==> src/rtl/onehot_mon_pkg.sv <==
// Shared constants and types for the one-hot detector run monitor.
package onehot_mon_pkg;

  localparam logic POL_ZERO = 1'b0;
  localparam logic POL_ONE  = 1'b1;

  localparam int unsigned CNT_W_DEF = 8;
  localparam int unsigned LEN_W_DEF = 8;

  typedef struct packed {
    logic [LEN_W_DEF-1:0] len;
    logic                 pol;
  } run_evt_t;

endpackage

==> src/rtl/onehot_run_monitor_if.sv <==
// Sampled detector signals, statistics and the completed-run event handshake.
interface onehot_run_monitor_if
  import onehot_mon_pkg::*;
#(
  parameter int unsigned CNT_W = CNT_W_DEF,
  parameter int unsigned LEN_W = LEN_W_DEF
);

  logic             z;
  logic             w;
  logic             clr;
  logic             evt_ack;
  logic [CNT_W-1:0] run_cnt;
  logic [CNT_W-1:0] zero_cnt;
  logic [CNT_W-1:0] one_cnt;
  logic [LEN_W-1:0] cur_len;
  logic [LEN_W-1:0] max_len;
  logic             evt_valid;
  logic [LEN_W-1:0] evt_len;
  logic             evt_pol;
  logic             evt_ovf;

  modport master (
    output z, w, clr, evt_ack,
    input  run_cnt, zero_cnt, one_cnt, cur_len, max_len,
    input  evt_valid, evt_len, evt_pol, evt_ovf
  );

  modport slave (
    input  z, w, clr, evt_ack,
    output run_cnt, zero_cnt, one_cnt, cur_len, max_len,
    output evt_valid, evt_len, evt_pol, evt_ovf
  );

endinterface

==> src/rtl/sat_counter.sv <==
// Saturating up-counter with synchronous clear and load-to-one.
module sat_counter #(
  parameter int unsigned W = 8
) (
  input  logic         clk,
  input  logic         rst,
  input  logic         clr,
  input  logic         inc,
  input  logic         load1,
  output logic [W-1:0] q
);

  logic [W-1:0] q_d;

  // clr beats load1 beats inc
  always_comb begin
    q_d = q;
    if (clr) begin
      q_d = '0;
    end else if (load1) begin
      q_d = W'(1);
    end else if (inc && (q != '1)) begin
      q_d = q + 1'b1;
    end
  end

  always_ff @(posedge clk or negedge rst) begin
    if (!rst) begin
      q <= '0;
    end else begin
      q <= q_d;
    end
  end

endmodule

==> src/rtl/onehot_run_monitor.sv <==
// Measures runs of z-high cycles and reports each finished run as a valid/ack event.
// Optional max-length tracking is built when RUN_MAX_TRACK_EN is defined.
module onehot_run_monitor
  import onehot_mon_pkg::*;
#(
  parameter int unsigned CNT_W = CNT_W_DEF,
  parameter int unsigned LEN_W = LEN_W_DEF
) (
  input logic                 clk,
  input logic                 rst,
  onehot_run_monitor_if.slave bus
);

  logic             z_q, w_q, pol_r;
  logic             run_start, run_cont, run_end;
  logic [CNT_W-1:0] run_cnt, zero_cnt, one_cnt;
  logic [LEN_W-1:0] cur_len;
  logic             evt_valid_q, evt_valid_d;
  logic [LEN_W-1:0] evt_len_q, evt_len_d;
  logic             evt_pol_q, evt_pol_d;
  logic             evt_ovf_q, evt_ovf_d;

  assign run_start = bus.z & ~z_q;
  assign run_cont  = bus.z & z_q;
  assign run_end   = ~bus.z & z_q;

  // w_q at a run start is the input that moved the detector into its detecting state
  always_ff @(posedge clk or negedge rst) begin
    if (!rst) begin
      z_q   <= 1'b0;
      w_q   <= 1'b0;
      pol_r <= 1'b0;
    end else begin
      z_q <= bus.z;
      w_q <= bus.w;
      if (run_start) pol_r <= w_q;
    end
  end

  sat_counter #(.W(CNT_W)) u_run_cnt (
    .clk(clk), .rst(rst), .clr(bus.clr), .inc(run_start), .load1(1'b0), .q(run_cnt)
  );
  sat_counter #(.W(CNT_W)) u_zero_cnt (
    .clk(clk), .rst(rst), .clr(bus.clr), .inc(run_start && (w_q == POL_ZERO)), .load1(1'b0),
    .q(zero_cnt)
  );
  sat_counter #(.W(CNT_W)) u_one_cnt (
    .clk(clk), .rst(rst), .clr(bus.clr), .inc(run_start && (w_q == POL_ONE)), .load1(1'b0),
    .q(one_cnt)
  );
  // Run length ignores the statistics clear so a run in progress keeps being measured
  sat_counter #(.W(LEN_W)) u_cur_len (
    .clk(clk), .rst(rst), .clr(run_end), .inc(run_cont), .load1(run_start), .q(cur_len)
  );

  always_comb begin
    evt_valid_d = evt_valid_q;
    evt_len_d   = evt_len_q;
    evt_pol_d   = evt_pol_q;
    evt_ovf_d   = evt_ovf_q;
    if (bus.clr) begin
      evt_valid_d = 1'b0;
      evt_len_d   = '0;
      evt_pol_d   = 1'b0;
      evt_ovf_d   = 1'b0;
    end else if (run_end) begin
      if (!evt_valid_q || bus.evt_ack) begin
        evt_valid_d = 1'b1;
        evt_len_d   = cur_len;
        evt_pol_d   = pol_r;
      end else begin
        evt_ovf_d = 1'b1;
      end
    end else if (bus.evt_ack) begin
      evt_valid_d = 1'b0;
    end
  end

  always_ff @(posedge clk or negedge rst) begin
    if (!rst) begin
      evt_valid_q <= 1'b0;
      evt_len_q   <= '0;
      evt_pol_q   <= 1'b0;
      evt_ovf_q   <= 1'b0;
    end else begin
      evt_valid_q <= evt_valid_d;
      evt_len_q   <= evt_len_d;
      evt_pol_q   <= evt_pol_d;
      evt_ovf_q   <= evt_ovf_d;
    end
  end

`ifdef RUN_MAX_TRACK_EN
  logic [LEN_W-1:0] max_len_q;

  always_ff @(posedge clk or negedge rst) begin
    if (!rst) begin
      max_len_q <= '0;
    end else if (bus.clr) begin
      max_len_q <= '0;
    end else if (run_end && (cur_len > max_len_q)) begin
      max_len_q <= cur_len;
    end
  end

  assign bus.max_len = max_len_q;
`else
  assign bus.max_len = '0;
`endif

  assign bus.run_cnt   = run_cnt;
  assign bus.zero_cnt  = zero_cnt;
  assign bus.one_cnt   = one_cnt;
  assign bus.cur_len   = cur_len;
  assign bus.evt_valid = evt_valid_q;
  assign bus.evt_len   = evt_len_q;
  assign bus.evt_pol   = evt_pol_q;
  assign bus.evt_ovf   = evt_ovf_q;

endmodule

==> src/flat_wrapper.sv <==
// flat-port wrapper written by rule: the top's interface ports become plain ports
module onehot_run_monitor_flat import onehot_mon_pkg::*;
#(
  parameter int unsigned CNT_W = CNT_W_DEF,
  parameter int unsigned LEN_W = LEN_W_DEF
)
  (clk, rst, bus_z, bus_w, bus_clr, bus_evt_ack, bus_run_cnt, bus_zero_cnt, bus_one_cnt, bus_cur_len, bus_max_len, bus_evt_valid, bus_evt_len, bus_evt_pol, bus_evt_ovf);
  onehot_run_monitor_if #(.CNT_W(CNT_W), .LEN_W(LEN_W)) bus_i ();
  input logic clk;
  input logic rst;
  input wire logic [$bits(bus_i.z)-1:0] bus_z;
  input wire logic [$bits(bus_i.w)-1:0] bus_w;
  input wire logic [$bits(bus_i.clr)-1:0] bus_clr;
  input wire logic [$bits(bus_i.evt_ack)-1:0] bus_evt_ack;
  output wire logic [$bits(bus_i.run_cnt)-1:0] bus_run_cnt;
  output wire logic [$bits(bus_i.zero_cnt)-1:0] bus_zero_cnt;
  output wire logic [$bits(bus_i.one_cnt)-1:0] bus_one_cnt;
  output wire logic [$bits(bus_i.cur_len)-1:0] bus_cur_len;
  output wire logic [$bits(bus_i.max_len)-1:0] bus_max_len;
  output wire logic [$bits(bus_i.evt_valid)-1:0] bus_evt_valid;
  output wire logic [$bits(bus_i.evt_len)-1:0] bus_evt_len;
  output wire logic [$bits(bus_i.evt_pol)-1:0] bus_evt_pol;
  output wire logic [$bits(bus_i.evt_ovf)-1:0] bus_evt_ovf;
  assign bus_i.z = bus_z;
  assign bus_i.w = bus_w;
  assign bus_i.clr = bus_clr;
  assign bus_i.evt_ack = bus_evt_ack;
  assign bus_run_cnt = bus_i.run_cnt;
  assign bus_zero_cnt = bus_i.zero_cnt;
  assign bus_one_cnt = bus_i.one_cnt;
  assign bus_cur_len = bus_i.cur_len;
  assign bus_max_len = bus_i.max_len;
  assign bus_evt_valid = bus_i.evt_valid;
  assign bus_evt_len = bus_i.evt_len;
  assign bus_evt_pol = bus_i.evt_pol;
  assign bus_evt_ovf = bus_i.evt_ovf;
  onehot_run_monitor #(.CNT_W(CNT_W), .LEN_W(LEN_W)) u_core (.clk(clk), .rst(rst), .bus(bus_i));
endmodule
==> config.mk <==
export PLATFORM = sky130hd
export DESIGN_NAME = onehot_run_monitor_flat
export DESIGN_NICKNAME = d
export VERILOG_FILES = /design/src/rtl/onehot_mon_pkg.sv /design/src/rtl/onehot_run_monitor_if.sv /design/src/rtl/sat_counter.sv /design/src/rtl/onehot_run_monitor.sv /design/src/flat_wrapper.sv
export SDC_FILE = /design/constraint.sdc
export NUM_CORES = 1
export LEC_CHECK = 0
export CAP_MARGIN = 20
export CORE_ASPECT_RATIO = 1.5
export CORE_MARGIN = 10
export CORE_UTILIZATION = 45
export CTS_CLUSTER_DIAMETER = 40
export DETAILED_ROUTE_END_ITERATION = 12
export PLACE_DENSITY_LB_ADDON = 0.12
export SYNTH_ARGS = -nofsm -noshare
export SYNTH_HDL_FRONTEND = slang
export SYNTH_SLANG_ARGS = --single-unit
==> constraint.sdc <==
create_clock -name clk -period 2.01 [get_ports clk]
set_input_delay 0.5025 -clock clk [delete_from_list [all_inputs] [get_ports clk]]
set_output_delay 0.5025 -clock clk [all_outputs]
set_load 0.02 [all_outputs]
==> run summary <==
Outcome -> completed
Post-place setup slack -> -68.0 ps
DR vias/cell -> 5.35
Io pins -> 57
Routed WL -> 5690 um
Mean Syn Cell Area -> 10.1 um2
Hold/Removal Path Class -> input pin to asynchronous set/reset pin
EDFF count, synth -> 0
IO Port Bufs -> 48
NumNets Final -> 300
CP startpoint -> u_core.u_cur_len.q[1]
Post-Synth XOR/XNOR Area -> 0.0295
CTS Buf Count -> 5
Data required, critical path -> 1510 ps
Total track usage -> 0.137
Antenna viol nets, final -> 0
Placed Instances -> 351
Fin cells -> 358
First-pass DRT Iterations -> 4
Clock Sinks -> 46
CTS HTree Levels -> 2
Maxcap violations -> 0
Final Skew -> 10.1 ps
Mux contribution to synthesized area -> 0.0595
Hold Violations, Final -> 0
RSZ-0062 raised after global routing -> no
GPL Wtd Cong -> 0.776
Ranking of synthesized cells by area -> dfrtp_1 (48%), mux2i_1 (5.5%), nor2_1 (4.7%), xor2_1 (2.6%), buf_4 (2.5%)
Yosys warns -> 0
Min Tclk post-route -> 1920 ps
Largest family of logic cells by synthesized area -> simple AND/OR/NAND/NOR gates
Initial drt markers -> 140
Count of cell types in the netlist -> 45
Synth Instances -> 234
Slowest CP cell -> clkdlybuf4s50_1
Max rail drop VDD -> 0.324 mV
Die H -> 109 um
Pwr dens -> 557 nW/um2
Via count -> 1917
Max FO, Critical Path -> 7
Die Footprint -> 8640 um2
Num rows -> 32
Total gr overflow -> 0
Setup WS post-layout -> 89.9 ps
WHS -> 133 ps
Critical path class -> flip-flop to output port
Adder-cell share of the synthesized area -> 0.0211
Fraction of registers with async set/reset -> 1.00
Top cell type by total area after synthesis -> dfrtp_1
Arrival time worst endpoint -> 1420 ps
DRC Markers -> 0
TritonCTS clock tree -> done
Largest delay contributor family on the critical path -> buffers and inverters
RR Startpoint -> u_core.u_cur_len.q[0]
Synth Area in Compound Gates -> 0.134
Worst-Skew Late Latency -> 300 ps
Vias in the first global route -> 1893
Global-route wire length before repair -> 9560 um
CP Cell Sequence -> clkdlybuf4s50_1
Startpoint Class -> flip-flop
Initial antenna violation count -> 0
Post-Syn Area -> 2370 um2
Core Region -> 5120 um2
Pin count of the biggest net entering global routing -> 30
Width of the die -> 79.3 um
Worst-case clock buffer depth -> 2
Initial Util -> 0.463
Crit share post-route -> 0.955
Clk slew on worst S/H paths -> 80 ps
HPWL after DPL -> 4270 um
Slew Viols, Final -> 0
CP endpoint kind -> output port
Setup repair bufs after CTS -> 0
Wire per inst -> 15.9 um
Finish-stage setup viols -> 0
Ys flop type -> dfrtp_1
Flops & latches, synth -> 46
Seq/Total Area, Yosys -> 0.485
Area Overhead vs Synth -> 28.5%
N_diodes -> 0
Total leakage power -> 1.42 nW
Simple-gate share of the synthesized area -> 0.227
CP peak stage delay -> 660 ps
Worst Path Buf+Inv -> 1
Root Buffer -> clkbuf_8
Top-area cell type share of the netlist area -> 0.485
Layout cells sized above 1 -> 0.0793
Max Freq -> 521 MHz
## final timing paths
path                                    endpoint  slack [ps]  depth (start not counted)
max                               bus_cur_len[1]          90                          1
min                        u_core.u_run_cnt.q[2]         130                          1
max reg2reg                u_core.u_cur_len.q[5]         310                          5
min reg2reg                u_core.bus.evt_len[6]         520                          2
max in group asynchronous  u_core.u_cur_len.q[2]        1380                          2
min in group clk           u_core.bus.evt_len[6]         520                          2
## metal layers
metal | share of wire | GRT usage | up-vias
met5 | 0 | 0 | -
met4 | 0.016 | 0.0501 | 0
met3 | 0.064 | 0.0511 | 9
met2 | 0.51 | 0.233 | 40
met1 | 0.41 | 0.152 | 928
li1 | - | - | 940
## stage by stage
step	util	instance area, um2	setup TNS, ps	power (mW)
6_report	0.595	3050	0	1.70
4_1_cts	0.594	3050	0	1.72
3_5_place_dp	0.579	2970	-116	1.18
5_1_grt	0.595	3050	0	1.78
2_1_floorplan	-	2400	0	1.09
3_3_place_gp	0.579	2970	0	1.18
## area by class of cell
cell class                      count  area (um2)
Sequential cell                    46        1150
Multi-Input combinational cell    177        1150
Fill cell                         491        2070
Timing Repair Buffer               58         581
Tap cell                           68        85.1
Inverter                            2        7.51
Clock inverter                      1        7.51
Clock buffer                        6        72.6
## flip-flops by register name, indices dropped and copies added (netlist names)
name	count
u_core.w_q	1
u_core.bus.evt_ovf	1
u_core.u_zero_cnt.q	8
u_core.u_one_cnt.q	8
u_core.bus.evt_pol	1
u_core.bus.evt_len	8
u_core.z_q	1
u_core.pol_r	1
u_core.u_run_cnt.q	8
u_core.u_cur_len.q	8
u_core.bus.evt_valid	1
## report_power, final
group	switching, mW	total [mW]	internal [mW]
registers	0.0282	0.972	0.944
logic	0.108	0.185	0.0772
clock network	0.303	0.542	0.239
## cell families (layout without fill, tap and decap cells)
kind of cell,count (synthesis),after routing
AO/OA/AOI/OAI,44,44
XOR/XNOR,8,8
adder cells (fa/ha/maj),4,4
buffers and inverters,18,67
flip-flops,46,46
multiplexers,14,14
other,1,8
AND/OR/NAND/NOR,99,99
## repair_timing
action                                  CTS  global route
resized for setup                         0             2
hold buffers                              0             0
endpoints found under the setup margin    0             2
hold endpoints to repair                  0             0
## synthesized netlist by cell type (2+ instances only)
cell type / count
a211oi_1: 5
a21o_1: 3
a21oi_1: 7
a311oi_1: 2
a31oi_1: 5
and2_1: 2
and3_1: 5
and4_1: 2
and4b_1: 4
buf_1: 2
buf_2: 4
buf_4: 8
clkbuf_1: 2
dfrtp_1: 46
ha_1: 4
inv_1: 2
mux2i_1: 13
nand2_1: 15
nand2b_1: 5
nand3_1: 9
nand3b_1: 3
nand4_1: 4
nor2_1: 30
nor2b_1: 4
nor3_1: 10
o2111ai_1: 3
o211ai_1: 4
o21ai_0: 7
o31ai_1: 2
xor2_1: 7
## cell usage in the layout, fill, tap and decap left out, types with 3 or more instances in the layout
cell type,instances
clkdlybuf4s50_1,45
buf_4,8
o21ai_0,7
nand4_1,4
xor2_1,7
clkbuf_8,5
and4b_1,4
nand2_1,15
nand3b_1,3
a21o_1,3
nor2_1,30
dfrtp_1,46
conb_1,8
o2111ai_1,3
and3_1,5
nor2b_1,4
nor3_1,10
nand3_1,9
nand2b_1,5
ha_1,4
a211oi_1,5
a31oi_1,5
mux2i_1,13
o211ai_1,4
a21oi_1,7
No activity file was read; power rests on OpenSTA's default activity.
==> variant (same flow settings) <==
`CNT_W_DEF`: 8 -> 6.
--- a/src/rtl/onehot_mon_pkg.sv
+++ b/src/rtl/onehot_mon_pkg.sv
@@ -4,7 +4,7 @@
   localparam logic POL_ZERO = 1'b0;
   localparam logic POL_ONE  = 1'b1;
 
-  localparam int unsigned CNT_W_DEF = 8;
+  localparam int unsigned CNT_W_DEF = 6;
   localparam int unsigned LEN_W_DEF = 8;
 
   typedef struct packed {
Interface: changed (resized bus_one_cnt, bus_run_cnt and bus_zero_cnt); port bits go from 57 to 51. The function was not compared with the original's and may differ.
==> variant against the unedited design <==
- sequential cell count is 6 lower
- area after synthesis is 12% lower
- power is 9.9% lower
- non-clock buffer count is 8 lower
- worst setup slack worse by 0.0019 ns
- sequential power is 12% lower
- final cell count is 18% lower
- cell area is 14% lower
- routed wire length is 16% lower
==> variant: results (changes against the unedited design) <==
stage	metric	value	unit	change
synth	Synth top cells by count	40 x dfrtp_1, 27 x nor2_1, 16 x mux2i_1		
pwr	peak supply drop	0.3139	mV	-3.0%
detailed_routing	vias per cell	5.517		+3.0%
synth	Unique masters post-synth	49		+8.9%
detailed_routing	final wirelength	4768	um	-16%
place	worst slack, placed	-0.004507	ns	+0.06346 ns
pwr	clock group total power	0.497	mW	-8.3%
pwr	Switch Pwr	0.3949	mW	-10%
timing	Clock Skews	0.007565	ns	-0.002583 ns
pwr	Seq power	0.852	mW	-12%
place	gp weighted congestion	0.7627		-1.7%
cells_and_area	share of cells above drive strength 1	10.98	%	+3.0 points
pwr	leakage power	1.169	nW	-17%
grt	M3 GR Usage	4.680	%	-0.43 points
place	placed cell area	2554	um^2	-14%
cells_and_area	nets	256		-15%
place	Buffers on Ports	42		-13%
grt	first-pass GRT wire length	7969	um	-17%
grt	GR Util met2	20.72	%	-2.6 points
detailed_routing	Metal-1 WL	1963	um	-15%
detailed_routing	DRT iter0 DRCs	124		-11%
synth	mux share of post-synthesis cell area	7.642	%	+1.7 points
status	status	completed		
synth	Synth Area in XOR/XNOR	3.761	%	+0.81 points
detailed_routing	Via Count	1622		-15%
synth	adder-cell share of the synthesized area	2.388	%	+0.28 points
detailed_routing	met2 WL post-DR	2463	um	-16%
pwr	Switching Share	25.79	%	-0.044 points
synth	dominant cells by area after synthesis	dfrtp_1 48%, mux2i_1 7.6%, nor2_1 4.8%		
grt	Tot GR Track Use	12.71	%	-0.97 points
synth	Post-Synthesis Mean Instance Area	10.53	um^2	+3.8%
grt	met1 Use GR	14.73	%	-0.49 points
detailed_routing	WL met3	281	um	-23%
place	placed insts	287		-18%
synth	post-synthesis compound-gate area fraction	12.00	%	-1.4 points
place	hpwl dp	3554	um	-17%
## variant: changes by cell type in the layout (fill, tap and decap cells not counted), sizes merged, moves of 4 or more
cell / change
nor3: -7
and4b: -4
clkdlybuf4s50: -4
dfrtp: -6
xnor2: +4
## variant: area by class of cell
cell class | instances | area [um^2]
fill | 413 | 1873
timing repair buffer | 50 | 488.0
inverter | 1 | 3.754
clock inverter | 1 | 5.005
sequential | 40 | 1001
multi-input combinational | 148 | 1001
tap | 48 | 60.06
clock buffer | 6 | 72.57
## variant: path summary, 6_finish.rpt
path	end	slack (ns)	depth (start not counted)	start
max	bus_cur_len[3]	0.09	1	u_core.u_cur_len.q[3]
min	u_core.u_run_cnt.q[4]	0.11	1	rst
max reg2reg	u_core.u_cur_len.q[0]	0.35	5	u_core.u_cur_len.q[1]
min reg2reg	u_core.pol_r	0.48	1	u_core.pol_r
max in group asynchronous	u_core.u_one_cnt.q[3]	1.39	2	rst
min in group clk	u_core.pol_r	0.48	1	u_core.pol_r
